File: config.mk
export PLATFORM = sky130hd
export DESIGN_NAME = stack_engine
export DESIGN_NICKNAME = d
export VERILOG_FILES = /design/src/rtl/stack_engine.sv
export SDC_FILE = /design/constraint.sdc
export NUM_CORES = 1
export LEC_CHECK = 0
export CELL_PAD_IN_SITES_DETAIL_PLACEMENT = 0
export CELL_PAD_IN_SITES_GLOBAL_PLACEMENT = 1
export CORE_UTILIZATION = 28
export CTS_BUF_LIST = sky130_fd_sc_hd__clkbuf_8
export CTS_CLUSTER_SIZE = 12
export DETAILED_ROUTE_END_ITERATION = 12
export PLACE_DENSITY = 0.54
export SLEW_MARGIN = 20
export SYNTH_ARGS = -nofsm -noshare
export SYNTH_HDL_FRONTEND = slang
export SYNTH_SLANG_ARGS = --single-unit
export TNS_END_PERCENT = 10
File: constraint.sdc
create_clock -name clk -period 2.5 [get_ports clk]
set_input_delay 0.625 -clock clk [delete_from_list [all_inputs] [get_ports clk]]
set_output_delay 0.625 -clock clk [all_outputs]
set_load 0.02 [all_outputs]
File: src/rtl/stack_engine.sv
// Registered LIFO stack engine with PUSH/POP/REPL and a sticky fault flag.
// DUP and SWAP are compiled in only when STACK_ENGINE_DUPSWAP_EN is defined.
module stack_engine #(
  parameter int unsigned WIDTH = 4,
  parameter int unsigned DEPTH = 8,
  localparam int unsigned CW   = $clog2(DEPTH + 1)
) (
  input  logic             clk,
  input  logic             rst,
  input  logic             valid,
  input  logic [2:0]       op,
  input  logic [WIDTH-1:0] in_word,
  output logic [WIDTH-1:0] top_word,
  output logic [WIDTH-1:0] second_word,
  output logic [CW-1:0]    count,
  output logic             empty,
  output logic             full,
  output logic             err
);

  localparam logic [2:0] OP_PUSH = 3'b001;
  localparam logic [2:0] OP_POP  = 3'b010;
  localparam logic [2:0] OP_REPL = 3'b011;
  localparam logic [2:0] OP_DUP  = 3'b100;
  localparam logic [2:0] OP_SWAP = 3'b101;

  localparam logic [CW-1:0] CNT_FULL = CW'(DEPTH);
  localparam logic [CW-1:0] CNT_TWO  = CW'(2);
  localparam logic [CW-1:0] CNT_ONE  = CW'(1);

  logic [WIDTH-1:0] r_stack [DEPTH];
  logic [CW-1:0]    r_count;
  logic             r_err;

  logic [WIDTH-1:0] w_stack_d [DEPTH];
  logic [CW-1:0]    w_count_d;
  logic             w_err_d;
  logic             w_full;
  logic             w_empty;
  logic             w_two;
  logic             w_do_push;
  logic             w_do_pop;
  logic             w_do_repl;
  logic             w_do_swap;
  logic             w_fault;
  logic [WIDTH-1:0] w_push_data;

  assign w_full  = (r_count == CNT_FULL);
  assign w_empty = (r_count == '0);
  assign w_two   = (r_count >= CNT_TWO);

  // Decode the op into one action; an illegal op raises a fault and changes nothing else.
  always_comb begin
    w_do_push   = 1'b0;
    w_do_pop    = 1'b0;
    w_do_repl   = 1'b0;
    w_do_swap   = 1'b0;
    w_fault     = 1'b0;
    w_push_data = in_word;
    if (valid) begin
      case (op)
        OP_PUSH: if (w_full) w_fault = 1'b1; else w_do_push = 1'b1;
        OP_POP:  if (w_empty) w_fault = 1'b1; else w_do_pop = 1'b1;
        OP_REPL: if (!w_two) w_fault = 1'b1; else w_do_repl = 1'b1;
`ifdef STACK_ENGINE_DUPSWAP_EN
        OP_DUP: begin
          w_push_data = r_stack[0];
          if (w_full || w_empty) w_fault = 1'b1;
          else w_do_push = 1'b1;
        end
        OP_SWAP: if (!w_two) w_fault = 1'b1; else w_do_swap = 1'b1;
`endif
        default: ;
      endcase
    end
  end

  always_comb begin
    w_stack_d = r_stack;
    w_count_d = r_count;
    w_err_d   = r_err | w_fault;
    if (w_do_push) begin
      for (int unsigned i = 1; i < DEPTH; i++) w_stack_d[i] = r_stack[i-1];
      w_stack_d[0] = w_push_data;
      w_count_d    = r_count + CNT_ONE;
    end else if (w_do_pop) begin
      for (int unsigned i = 0; i < DEPTH - 1; i++) w_stack_d[i] = r_stack[i+1];
      w_stack_d[DEPTH-1] = '0;
      w_count_d          = r_count - CNT_ONE;
    end else if (w_do_repl) begin
      w_stack_d[0] = in_word;
      for (int unsigned i = 1; i < DEPTH - 1; i++) w_stack_d[i] = r_stack[i+1];
      w_stack_d[DEPTH-1] = '0;
      w_count_d          = r_count - CNT_ONE;
    end else if (w_do_swap) begin
      w_stack_d[0] = r_stack[1];
      w_stack_d[1] = r_stack[0];
    end
  end

  always_ff @(posedge clk) begin
    if (rst) begin
      for (int unsigned i = 0; i < DEPTH; i++) r_stack[i] <= '0;
      r_count <= '0;
      r_err   <= 1'b0;
    end else begin
      for (int unsigned i = 0; i < DEPTH; i++) r_stack[i] <= w_stack_d[i];
      r_count <= w_count_d;
      r_err   <= w_err_d;
    end
  end

  assign top_word    = r_stack[0];
  assign second_word = r_stack[1];
  assign count       = r_count;
  assign empty       = w_empty;
  assign full        = w_full;
  assign err         = r_err;

endmodule

==> flow_metrics.env <==
export IMPL_crit_top_cell="a21oi_1"
export IMPL_min_period_over_period=0.946
export IMPL_synth_seq_cells=37
export IMPL_root_buffer="clkbuf_8"
export IMPL_power_density_mw_per_mm2=588
export IMPL_dpl_hpwl_um=2640
export IMPL_hp_start="r_stack[0]"
export IMPL_fin_util=0.369
export IMPL_cap_violations=0
export IMPL_ys_warn_count=0
export IMPL_syn_num_nets=227
export IMPL_yosysMostFrequentCell="nand2_1"
export IMPL_drt_first_pass_iters=4
export IMPL_hold_class="reg -> reg"
export IMPL_grtUsageTotal=0.125
export IMPL_cp_arrival_ps=2550
export IMPL_numPortBuffers=24
export IMPL_crit_family="compound AO/OA/AOI/OAI gates"
export IMPL_ys_async_sr_fraction=0
export IMPL_die_w_um=81.9
export IMPL_postCtsSetupRepairBufs=0
export IMPL_wl_per_cell_um=12.5
export IMPL_critPathMaxFanout=3
export IMPL_hold_viol_final=0
export IMPL_cts_tree="done"
export IMPL_maxSlewViolCount=0
export IMPL_rsz0062_at_grt="no"
export IMPL_synth_flop_cell="dfxtp_1"
export IMPL_antenna_found_initial=0
export IMPL_max_freq_mhz=423
export IMPL_insertion_delay_ps=280
export IMPL_rr_endpoint="count[3]"
export IMPL_timing_rr_start="count[0]"
export IMPL_min_path_cells=2
export IMPL_path_buf_inv=2
export IMPL_path_cells="clkdlybuf4s50_1, nor2b_2, and3_4, clkinv_4, ha_1, a21o_1, a21oi_1, xnor2_1, a21oi_1, a31o_1"
export IMPL_worstMarginPinSlew_ps=398
export IMPL_min_to="r_stack[4]"
export IMPL_multi_input_area_um2=893
export IMPL_synthTopCellsByCount="nand2_1 (50), dfxtp_1 (37), nor2_1 (37)"
export IMPL_finalSetupViolCount=0
export IMPL_initial_core_util=0.297
export IMPL_final_min_clock_period_ps=2360
export IMPL_vias_per_cell=4.92
export IMPL_layout_drive_gt1_share=0.130
export IMPL_postSynthAreaPerCell_um2=8.35
export IMPL_grt_pass1_vias=1400
export IMPL_synth_area_leader_cell="dfxtp_1"
export IMPL_ys_types=32
export IMPL_cp_required_ps=2680
export IMPL_worst_r2r_setup_slack_ps=310
export IMPL_dieArea_mm2=0.00671
export IMPL_grt_pass1_wl_um=6350
export IMPL_ff2ff_path_depth=9
export IMPL_vias=1546
export IMPL_die_h_um=81.9
export IMPL_synth_top_cell_area_share=0.414
export IMPL_ant_nets=0
export IMPL_run_status="finished, final reports clean"
export IMPL_ir_worst_vdd_mv=0.208
export IMPL_syn2layout_area_growth_pct=24.4
export IMPL_synthesis_area_mm2=0.00179
export IMPL_postLayoutCellArea_mm2=0.00222
export IMPL_ys_top_cells_by_area="dfxtp_1 (41%), a311oi_1 (11%), nand2_1 (10%), nor2_1 (7.8%), buf_4 (3.4%)"
export IMPL_place_congestion=0.778
export IMPL_yosysSeqAreaShare=0.414
export IMPL_slew_headroom=0.735
export IMPL_remaining_drc_errors=0
export IMPL_drt_total_wl_um=3940
export IMPL_power_mw=1.31
export IMPL_start_kind="primary input"
export IMPL_critPathCaptureType="register"
export IMPL_drt_iter0_drc=101
export IMPL_max_stage_delay_ps=470
export IMPL_dpl_cell_area_mm2=0.00213
export IMPL_gr_total_overflow=0
export IMPL_cts_hold_fix_buffers=0
export IMPL_fin_worst_skew_ps=6.80
export IMPL_cp_startpoint="op[0]"
export IMPL_finalNetCount=251
export IMPL_crit_slowest_cell="clkdlybuf4s50_1"
export IMPL_clockBufferDepth=2
export IMPL_io_pins=25
export IMPL_synth_cells=214
export IMPL_path_class="in -> reg"
export IMPL_grt_max_degree=37
export IMPL_cts_inserted_buffers=5
export IMPL_final_seq_area_um2=741
export IMPL_fill_cells=643
export IMPL_leakagePower_nw=0.760
export IMPL_diodes=0
export IMPL_core_area_mm2=0.00603
export IMPL_holdWs_ps=480
export IMPL_tns_ps=0
export IMPL_htreeDepth=2
export IMPL_clkSinkCount=37
export IMPL_rows=28
export IMPL_path_clk_slew_ps=70
export IMPL_synth_edf_count=0
report_power, final:
group | switching (mW) | internal (mW) | total [mW]
logic | 0.129 | 0.119 | 0.248
registers | 0.0258 | 0.625 | 0.651
clock network | 0.216 | 0.192 | 0.409
total | 0.371 | 0.937 | 1.31
worst register-to-register path, stage by stage (launching register included):
cell,delay (ps)
dfxtp_1,320
or4b_1,560
and3_4,190
clkinv_4,40
ha_1,210
a21o_1,180
a21oi_1,160
xnor2_1,160
a21oi_1,100
a31o_1,180
worst max-delay path by stage:
stage          endpoint  slack [ps]  cells past startpoint
6_report       count[3]         140                     10
5_1_grt        count[3]          10                     10
4_1_cts            full          10                      3
3_5_place_dp   count[3]        -220                     10
3_3_place_gp   count[3]        -140                     10
2_1_floorplan  count[3]          50                     10
flip-flops by register name, summed over array words and instances (netlist names):
| register | flops |
|---|---|
| r_stack | 24 |
| second_word | 4 |
| err | 1 |
| count | 4 |
| top_word | 4 |
cell usage in the layout (no fill, tap or decap):
cell type / n
inv_1: 1
or4b_1: 1
nand3b_1: 1
o21ai_0: 1
nor2_1: 37
clkinv_2: 2
a211oi_1: 5
a21oi_4: 1
clkinvlp_4: 1
mux2_1: 1
ha_1: 2
and3_4: 1
nor2b_1: 1
nand2_1: 50
buf_4: 15
nand4bb_1: 1
nor4_1: 1
a31oi_1: 1
clkinv_4: 1
nor2b_2: 1
a21oi_1: 3
a311oi_1: 22
a31o_1: 1
clkbuf_8: 5
a21o_1: 2
xnor2_1: 3
dlymetal6s2s_1: 2
mux2i_1: 5
a311oi_2: 2
dfxtp_1: 37
nand2b_1: 1
fa_1: 1
o21ai_1: 2
a22oi_1: 4
clkdlybuf4s50_1: 22
buf_12: 2
cell families (layout without fill, tap and decap cells):
| logic type | after synthesis | after routing | share of synthesized area |
|---|---|---|---|
| xor gates and xnor gates | 3 | 3 | 0.0147 |
| DFF | 37 | 37 | 0.414 |
| AOI/OAI and AO/OA | 44 | 44 | 0.201 |
| muxes | 6 | 6 | 0.0343 |
| buffers and inverters | 26 | 51 | 0.0917 |
| adders and majority gates | 3 | 3 | 0.0252 |
| and+or+nand+nor | 95 | 95 | 0.219 |
final cells by class:
type                            count  area share
Inverter                            2     0.00562
Multi-Input combinational cell    151       0.402
Timing Repair Buffer               41       0.179
Sequential cell                    37       0.333
Tap cell                           75      0.0422
Clock inverter                      3     0.00787
Clock buffer                        5      0.0309
through the flow:
step	worst slack, ps	instances
final	136	314
after global placement	-143	306
after global routing	12.3	314
after detailed placement	-219	306
after floorplan	52.4	214
after CTS	10.6	314
per-layer routing:
layer / up-vias / share of wire / global-route usage
met1: 732 / 0.50 / 0.158
met5: - / 0 / 0
met3: 4 / 0.029 / 0.0300
li1: 787 / - / -
met2: 23 / 0.46 / 0.204
met4: 0 / 0.0094 / 0.0421
timing repair:
action                                 4_1_cts  5_1_grt
resized for setup                            0        3
setup endpoints to repair                    0        3
endpoints found under the hold margin        0        0
Power figures use the tool's default switching activity.
